**config.mk**
```make
export PLATFORM = sky130hd
export DESIGN_NAME = ex_wb_stage
export DESIGN_NICKNAME = d
export VERILOG_FILES = /design/src/rtl/ex_wb_pkg.sv /design/src/rtl/skid_buffer_2.sv /design/src/rtl/ex_wb_stage.sv
export SDC_FILE = /design/constraint.sdc
export NUM_CORES = 1
export LEC_CHECK = 0
export ABC_AREA = 1
export CAP_MARGIN = 10
export CORE_ASPECT_RATIO = 2
export CORE_MARGIN = 2
export CORE_UTILIZATION = 57
export CTS_BUF_LIST = sky130_fd_sc_hd__clkbuf_4
export DETAILED_ROUTE_END_ITERATION = 12
export PLACE_DENSITY = 0.89
export SLEW_MARGIN = 15
export SYNTH_ARGS = -nofsm -noshare
export SYNTH_HDL_FRONTEND = slang
export SYNTH_SLANG_ARGS = --single-unit
```
**constraint.sdc**
```tcl
create_clock -name clk -period 2.9 [get_ports clk]
set_input_delay 0.435 -clock clk [delete_from_list [all_inputs] [get_ports clk]]
set_output_delay 0.435 -clock clk [all_outputs]
set_load 0.01 [all_outputs]
```
**src/rtl/ex_wb_pkg.sv**
```systemverilog
// ----------------------------------------------------------------------------
// ex_wb_pkg
// Shared definitions for the execute-to-writeback stage:
//   - KGP-RISC branch-op encodings (BR_NONE .. BR_NCY, BR_RSV)
//   - skid buffer FSM state encoding
//   - entry field widths and a helper that sizes the packed entry
// ----------------------------------------------------------------------------
package ex_wb_pkg;

    localparam logic [2:0] BR_NONE = 3'b000;
    localparam logic [2:0] BR_B    = 3'b001;
    localparam logic [2:0] BR_LTZ  = 3'b010;
    localparam logic [2:0] BR_Z    = 3'b011;
    localparam logic [2:0] BR_NZ   = 3'b100;
    localparam logic [2:0] BR_CY   = 3'b101;
    localparam logic [2:0] BR_NCY  = 3'b110;
    localparam logic [2:0] BR_RSV  = 3'b111;

    typedef enum logic [1:0] {
        ST_EMPTY = 2'd0,
        ST_ONE   = 2'd1,
        ST_FULL  = 2'd2
    } skid_state_e;

    // Single-bit entry fields: carry, reg_write, flag_update.
    localparam int CTRL_W = 3;

    // Packed entry = br_target + result + rd + br_op + control bits.
    function automatic int entry_width(int data_w, int addr_w, int br_w);
        return 2 * data_w + addr_w + br_w + CTRL_W;
    endfunction

endpackage

```
**src/rtl/skid_buffer_2.sv**
```systemverilog
// ----------------------------------------------------------------------------
// skid_buffer_2
// Generic 2-entry valid/ready buffer with synchronous flush.
// in_ready depends only on registered state, so there is no combinational
// path from out_ready back to in_ready.
//
// Ports:
//   clk, rst_n            clock, asynchronous active-low reset
//   flush                 drop all buffered entries (and any same-cycle accept)
//   in_valid/in_ready     upstream handshake, in_data payload
//   out_valid/out_ready   downstream handshake, out_data = head payload
// ----------------------------------------------------------------------------
module skid_buffer_2
    import ex_wb_pkg::*;
#(
    parameter int PAYLOAD_W = 8
) (
    input  logic                 clk,
    input  logic                 rst_n,
    input  logic                 flush,
    input  logic                 in_valid,
    output logic                 in_ready,
    input  logic [PAYLOAD_W-1:0] in_data,
    output logic                 out_valid,
    input  logic                 out_ready,
    output logic [PAYLOAD_W-1:0] out_data
);

    skid_state_e          state_q, state_d;
    logic                 rst_done_q;
    logic [PAYLOAD_W-1:0] head_p1, tail_p1;
    logic                 accept, commit;
    logic                 head_load, head_from_tail, tail_load;

    // Holds in_ready low until the first clock edge after reset release.
    always_ff @(posedge clk or negedge rst_n) begin
        if (!rst_n) rst_done_q <= 1'b0;
        else        rst_done_q <= 1'b1;
    end

    assign in_ready  = rst_done_q && (state_q != ST_FULL);
    assign out_valid = (state_q != ST_EMPTY);
    assign out_data  = head_p1;
    assign accept    = in_valid && in_ready;
    assign commit    = out_valid && out_ready;

    always_comb begin
        state_d        = state_q;
        head_load      = 1'b0;
        head_from_tail = 1'b0;
        tail_load      = 1'b0;
        case (state_q)
            ST_EMPTY: begin
                if (accept) begin
                    state_d   = ST_ONE;
                    head_load = 1'b1;
                end
            end
            ST_ONE: begin
                if (accept && commit) begin
                    head_load = 1'b1;
                end else if (accept) begin
                    state_d   = ST_FULL;
                    tail_load = 1'b1;
                end else if (commit) begin
                    state_d = ST_EMPTY;
                end
            end
            ST_FULL: begin
                if (commit) begin
                    state_d        = ST_ONE;
                    head_from_tail = 1'b1;
                end
            end
            default: state_d = ST_EMPTY;
        endcase
        // A same-cycle commit has already been seen downstream; flush only
        // discards what remains and blocks the incoming entry.
        if (flush) begin
            state_d        = ST_EMPTY;
            head_load      = 1'b0;
            head_from_tail = 1'b0;
            tail_load      = 1'b0;
        end
    end

    always_ff @(posedge clk or negedge rst_n) begin
        if (!rst_n) state_q <= ST_EMPTY;
        else        state_q <= state_d;
    end

    // ---- stage p1: buffered entries (head is presented downstream) ----
    always_ff @(posedge clk or negedge rst_n) begin
        if (!rst_n) begin
            head_p1 <= '0;
            tail_p1 <= '0;
        end else begin
            if (head_load)           head_p1 <= in_data;
            else if (head_from_tail) head_p1 <= tail_p1;
            if (tail_load)           tail_p1 <= in_data;
        end
    end

endmodule

```
**src/rtl/ex_wb_stage.sv**
```systemverilog
// ----------------------------------------------------------------------------
// ex_wb_stage
// Execute-to-writeback stage downstream of the ALU. Buffers ALU results in a
// 2-entry skid buffer, keeps the architectural flags (carry, zero, sign),
// drives register-file writeback and resolves KGP-RISC branches on the head.
//
// Optional feature (macro STALL_COUNT_EN): adds output stall_cycles, a
// saturating count of cycles with out_valid & !out_ready.
//
// Ports:
//   clk, rst_n                         clock, asynchronous active-low reset
//   in_valid/in_ready                  upstream handshake
//   alu_result, alu_carry, rd_addr,
//   reg_write, flag_update, br_op,
//   br_target                          entry payload from execute
//   flush                              discard buffered entries
//   out_valid/out_ready                head handshake
//   wb_en, wb_addr, wb_data            register-file writeback
//   br_taken, br_addr                  branch resolution of the head
//   flag_c, flag_z, flag_s             committed flags
//   stall_cycles                       (STALL_COUNT_EN only)
// ----------------------------------------------------------------------------
module ex_wb_stage
    import ex_wb_pkg::*;
#(
    parameter int DATA_W = 32,
    parameter int ADDR_W = 5,
    parameter int BR_W   = 3
) (
    input  logic              clk,
    input  logic              rst_n,
    input  logic              in_valid,
    output logic              in_ready,
    input  logic [DATA_W-1:0] alu_result,
    input  logic              alu_carry,
    input  logic [ADDR_W-1:0] rd_addr,
    input  logic              reg_write,
    input  logic              flag_update,
    input  logic [BR_W-1:0]   br_op,
    input  logic [DATA_W-1:0] br_target,
    input  logic              flush,
    output logic              out_valid,
    input  logic              out_ready,
    output logic              wb_en,
    output logic [ADDR_W-1:0] wb_addr,
    output logic [DATA_W-1:0] wb_data,
    output logic              br_taken,
    output logic [DATA_W-1:0] br_addr,
    output logic              flag_c,
    output logic              flag_z,
    output logic              flag_s
`ifdef STALL_COUNT_EN
    ,
    output logic [31:0]       stall_cycles
`endif
);

    localparam int ENTRY_W = entry_width(DATA_W, ADDR_W, BR_W);

    logic [ENTRY_W-1:0] entry_p0, head_p1;
    logic [DATA_W-1:0]  target_p1, result_p1;
    logic [ADDR_W-1:0]  rd_p1;
    logic [BR_W-1:0]    br_op_p1;
    logic               carry_p1, reg_write_p1, flag_update_p1;
    logic               commit;

    // Branch condition of the head; carry conditions use committed flags.
    function automatic logic resolve_branch(logic [BR_W-1:0]   op,
                                            logic [DATA_W-1:0] res,
                                            logic              cflag);
        logic taken;
        taken = 1'b0;
        case (op)
            BR_W'(BR_B):    taken = 1'b1;
            BR_W'(BR_LTZ):  taken = res[DATA_W-1];
            BR_W'(BR_Z):    taken = (res == '0);
            BR_W'(BR_NZ):   taken = (res != '0);
            BR_W'(BR_CY):   taken = cflag;
            BR_W'(BR_NCY):  taken = !cflag;
            BR_W'(BR_NONE),
            BR_W'(BR_RSV):  taken = 1'b0;
            default:        taken = 1'b0;
        endcase
        return taken;
    endfunction

    // ---- stage p0: pack the incoming ALU entry ----
    assign entry_p0 = {br_target, alu_result, rd_addr, br_op,
                       alu_carry, reg_write, flag_update};

    skid_buffer_2 #(
        .PAYLOAD_W (ENTRY_W)
    ) u_skid (
        .clk       (clk),
        .rst_n     (rst_n),
        .flush     (flush),
        .in_valid  (in_valid),
        .in_ready  (in_ready),
        .in_data   (entry_p0),
        .out_valid (out_valid),
        .out_ready (out_ready),
        .out_data  (head_p1)
    );

    // ---- stage p1: head entry, writeback, branch and flag commit ----
    assign {target_p1, result_p1, rd_p1, br_op_p1,
            carry_p1, reg_write_p1, flag_update_p1} = head_p1;

    assign commit   = out_valid && out_ready;
    assign wb_en    = out_valid && reg_write_p1;
    assign wb_addr  = rd_p1;
    assign wb_data  = result_p1;
    assign br_addr  = target_p1;
    assign br_taken = out_valid && resolve_branch(br_op_p1, result_p1, flag_c);

    // Flags are touched only by commits; flush leaves them alone.
    always_ff @(posedge clk or negedge rst_n) begin
        if (!rst_n) begin
            flag_c <= 1'b0;
            flag_z <= 1'b0;
            flag_s <= 1'b0;
        end else if (commit && flag_update_p1) begin
            flag_c <= carry_p1;
            flag_z <= (result_p1 == '0);
            flag_s <= result_p1[DATA_W-1];
        end
    end

`ifdef STALL_COUNT_EN
    function automatic logic [31:0] sat_inc(logic [31:0] v);
        return (v == 32'hFFFF_FFFF) ? v : v + 32'd1;
    endfunction

    always_ff @(posedge clk or negedge rst_n) begin
        if (!rst_n)                       stall_cycles <= '0;
        else if (out_valid && !out_ready) stall_cycles <= sat_inc(stall_cycles);
    end
`endif

endmodule

```
After elaboration in Yosys (flattened, before gate mapping)
Index checks and enable logic that the tools add are counted. W data, S select, Z words.

Bits of input ports: 80. Register bits after elaboration: 156. Logic and storage cells: 57. Output and inout port bits: 76.

Reductions and logical operators: 16. Mux-type cells: 20. Eq/ne operators: 14.

Operators with widths (count): $mux W75 (2); $logic_not A32 Y1 (1); $reduce_bool A32 Y1 (1); $eq A3 B3 Y1 const B (4); $mux W2 (6); $mux W1 (9); $logic_and A1 B1 Y1 (7); $pmux W1 S7 (1); $eq A3 B2 Y1 const B (2); $ne A3 B3 Y1 const B (2); $pmux W2 S3 (1); $ne A4 B3 Y1 const B (1); $reduce_and A4 Y1 (1); $reduce_bool A2 Y1 (2); $eq A3 B1 Y1 const B (1); $logic_not A3 Y1 (1); $ne A3 B2 Y1 const B (1); $eq A2 B1 Y1 const B (1); $eq A2 B2 Y1 const B (1); $logic_not A2 Y1 (1); $ne A2 B2 Y1 const B (1); $pmux W1 S2 (1); $reduce_or A2 Y1 (1); $logic_not A1 Y1 (1).

Longest topological paths before layout
Word-level depth: 8. Depth in mapped cells: 9. Gate-level depth less buffers: 9.

Hierarchy
From an unflattened synthesis, not the netlist that was laid out.

Cells, all modules: 815. Area total of the unflattened synthesis: 6809.0 µm².

Modules (own cells, without submodules): skid_buffer_2 (seq. area each 3828.7 µm², cells an instance 758, times used 1, area each 6507.5 µm²); ex_wb_stage (seq. area each 75.1 µm², cells an instance 57, times used 1, area each 301.5 µm²).

Least setup slack after synthesis
OpenSTA, ideal clock, no wires.

Path kind: reg2out. Start point: register u_skid.head_p1[42], in the netlist u_skid.out_data[42]. End point: output port br_taken. Cell stages (with the launch flop): 8. Required time: 2465 ps. Arrival: 1024 ps. Buffers on the path: 0. Path slack: 1441 ps. Cells stage by stage: dfrtp_1 > nor2_1 > nand2_1 > nor2_1 > nand2_1 > o21bai_1 > nand2_1 > nor2_1.

Word-level cells in the longest chain between the ends: 3. Elaborated cells on any way between the ends: 4. Classes of those cells: mux: 1; reduce/logical: 3.

RTL lines: start: declaration (RTL line skid_buffer_2.sv:31) `logic [PAYLOAD_W-1:0] head_p1, tail_p1;`; start signal: assignment (RTL line skid_buffer_2.sv:98) `if (head_load) head_p1 <= in_data;`; start signal: assignment (RTL line skid_buffer_2.sv:99) `else if (head_from_tail) head_p1 <= tail_p1;`; $reduce_bool A32 Y1 or $logic_not A32 Y1 (tied branches) (RTL line ex_wb_stage.sv:77, ex_wb_stage.sv:76); $pmux W1 S7 * (RTL line ex_wb_stage.sv:73) `case (op)`; $logic_and A1 B1 Y1 * (RTL line ex_wb_stage.sv:114) `assign br_taken = out_valid && resolve_branch(br_op_p1, result_p1, flag_c);`; end: declaration (RTL line ex_wb_stage.sv:47) `output logic br_taken,`.

Every way passes the cells marked *; elsewhere a longest branch is shown, timed or not.

Worst setup path in the final report
Start point: register u_skid.head_p1[40], in the netlist u_skid.out_data[40]. End point: output port br_taken.

The elaborated chain is that of the path after synthesis.

==> metrics.txt <==
status complete, no violations; initial antenna violation count 2; core box area 0.0121 mm^2; fmax about 0.4 GHz; Sw Share between 30% and 40%; critical path's top delay family simple AND/OR/NAND/NOR gates; root buf cell clkbuf_4; Max-slew headroom approximately 43%; Top Ports 156; Combinational Power Share approximately 35%; Final GP Congestion just under 0.9; Detailed Route Iter0 Violations 536; Setup Buffers After CTS 0; Buffers & Inverters on Critical Path 1; clock power share 17.6%; routed len/inst between 15 and 20 um; Synth Warn # 0; mapped cell area approximately 0.0071 mm^2; area leader, netlist dfrtp_1; Met1 Wirelength around 6400 um; Worst setup SP type flip-flop; Post-Layout Inst Area ~0.0086 mm^2; via total after detailed routing 5900; Slew Limit Fails 0; number of global-route vias before repair 6006; # nets final about 960; Worst Max-Slew Pin Slew between 0.8 and 0.9 ns; Rows 57; Fin. Hold Viols 0; CP max stage cell dfrtp_1; clk slew on worst S/H paths around 0.14 ns; Critical Path RT 2.47 ns; DRT Pass-1 Iters 5; Final Core Density a little over two thirds; Post-Route WL approximately 17000 um; endpoints failing setup 0; post-synth top area share 55.0%; CP Max Fanout 3; slowest stage delay, CP about 0.42 ns; Worst Path Arrival about 2.0 ns; most common cell after layout, fill and taps aside nand2_1; placed inst area roughly 0.0082 mm^2; Seq/Total Area, Yosys a little over half; Period minus WS final about 2.5 ns; met2 WL post-DR between 9000 and 10000 um; Power Density 916 mW/mm^2; commonest non-fill, non-tap cells in the layout nand2_1 (326), dfrtp_1 (156), clkdlybuf4s50_1 (153); deepest clock path buffer count 2; highest signal layer in the routed design met4; GRT overflow 0; H-tree lvl count 4; ordered cell list for the critical path nor2_1, nand2_1, nor2_1, nand2_1, o21bai_1, nand2_1, nor2_1, dlymetal6s2s_1; Tot Pwr around 8000 uW; ranking of synthesized cells by area dfrtp_1 (55%), nand2_1 (17%), a22oi_1 (7.9%), buf_4 (7.4%), nand3_1 (5.4%); leakage power roughly 0.0043 uW; Internal Power 5080 uW; Sw Pwr around 2800 uW; RSZ-0062 raised after global routing no; Die H around 160 um; maximum vdd drop 0.000470 V; Fillers 927; number of cells after detailed placement roughly 1000; port buffer count between 150 and 200; Crit. End Element output pin; Setup CP Type flip-flop to output pin; largest net degree at the start of global routing between 70 and 80; Die W slightly above 80 um; TNS Setup 0 ns; first-pass GRT wire length slightly below 30000 um; Non-Filler Instances roughly 1000; vias per cell ~5.7; Avg Inst Size Synth 8.72 um^2; Synth Net Count 894; CTS Buf Count 17; # Max-Cap Violations 0; clock sinks roughly 160; #FFs+latches synth 156; Post-Synthesis Cells just over 800; drt drc 0; initial core utilization about three fifths; area grow syn2layout 20.7%; die area between 0.01 and 0.015 mm^2; Flop pwr share between 40% and 50%; synth unique cells 20; dpl hpwl around 11000 um; met3 wire length between 900 and 1000 um; Hold Path Class input pin to asynchronous set/reset pin; CTS tree done; final worst path period share between 80% and 90%; Tot GR Track Use 27.0%; clk_lat worst skew about 0.54 ns; Setup Skew approximately 0.029 ns; fraction of final layout cells sized beyond drive strength 1 between 6 and 7%; Final ANT Viol Nets 0
==> power by group through the flow <==
stage / sequential, uW / clock (uW) / combinational (uW)
final: 3760 / 1380 / 2720
after floorplan: 3590 / 0 / 1950
after detailed placement: 3770 / 0 / 2730
after global routing: 3870 / 1500 / 3020
after CTS: 3740 / 1400 / 2740
after global placement: 3740 / 0 / 2630
==> path summary, 6_finish.rpt <==
path / start / endpoint / slack [ns] / cells after the start
max: u_skid.out_data[40] / br_taken / 0.45 / 8
min: rst_n / u_skid.tail_p1[9] / 0.41 / 2
max reg2reg: u_skid.state_q[0] / u_skid.out_data[44] / 0.82 / 7
min reg2reg: u_skid.tail_p1[22] / u_skid.tail_p1[22] / 0.49 / 2
max in group asynchronous: rst_n / u_skid.tail_p1[55] / 1.73 / 3
min in group clk: alu_result[29] / u_skid.tail_p1[40] / 0.46 / 3
==> sequential cells by signal (all words and copies together) (netlist names) <==
| name | cells |
|---|---|
| u_skid.out_data | 75 |
| u_skid.tail_p1 | 75 |
| u_skid.state_q | 2 |
| flag_c | 1 |
| flag_s | 1 |
| flag_z | 1 |
| u_skid.rst_done_q | 1 |
==> cell type report <==
class | count | area (um^2) | area share [%]
Clock inverter | 13 | 168 | 1.96
Sequential cell | 156 | 3900 | 45.6
Multi-Input combinational cell | 528 | 2440 | 28.5
Inverter | 13 | 48.8 | 0.570
Antenna cell | 2 | 5.00 | 0.0584
Clock buffer | 17 | 128 | 1.49
Tap cell | 147 | 184 | 2.15
Timing Repair Buffer | 168 | 1690 | 19.8
==> metrics by stage <==
step                      hold slack [ns]  worst slack [ns]
after floorplan                     0.139              1.44
after global placement              0.439             0.456
after detailed placement            0.445             0.382
after CTS                           0.415            0.0103
after global routing                0.424             0.291
final                               0.407             0.447
==> kinds of logic after synthesis <==
logic type	synth area share, %
simple gates	25.2
other cells	0.0528
buf+inv	11.1
compound gates	8.46
flops	55.0
mux	0.159
==> per-layer routing <==
layer  GRT usage, %  vias up
li1               -     2717
met1           33.1     2867
met2           42.9      248
met3           5.28       68
met4           18.9        0
met5              0        -
==> what timing repair did <==
action	CTS	global route
hold buffers	1	0
hold endpoints to repair	58	0
endpoints found under the setup margin	0	1
resized for setup	0	3
==> Yosys cell counts (all sizes together) <==
cell type / number
conb: 1
o21ai: 6
dfrtp: 156
nor2: 35
clkbuf: 15
mux2: 1
nor3: 2
o21bai: 1
and2: 1
buf: 102
a22oi: 75
nand2: 328
nand3: 78
inv: 13
==> worst reg2reg max path: stages, from the launching register on <==
cell	delay (ns)
dfrtp_1	0.43
inv_2	0.07
nand2_2	0.12
nand3_2	0.17
nor3_4	0.21
buf_4	0.69
a22oi_1	0.26
nand2_1	0.11
(Power assumes the default switching activity.)
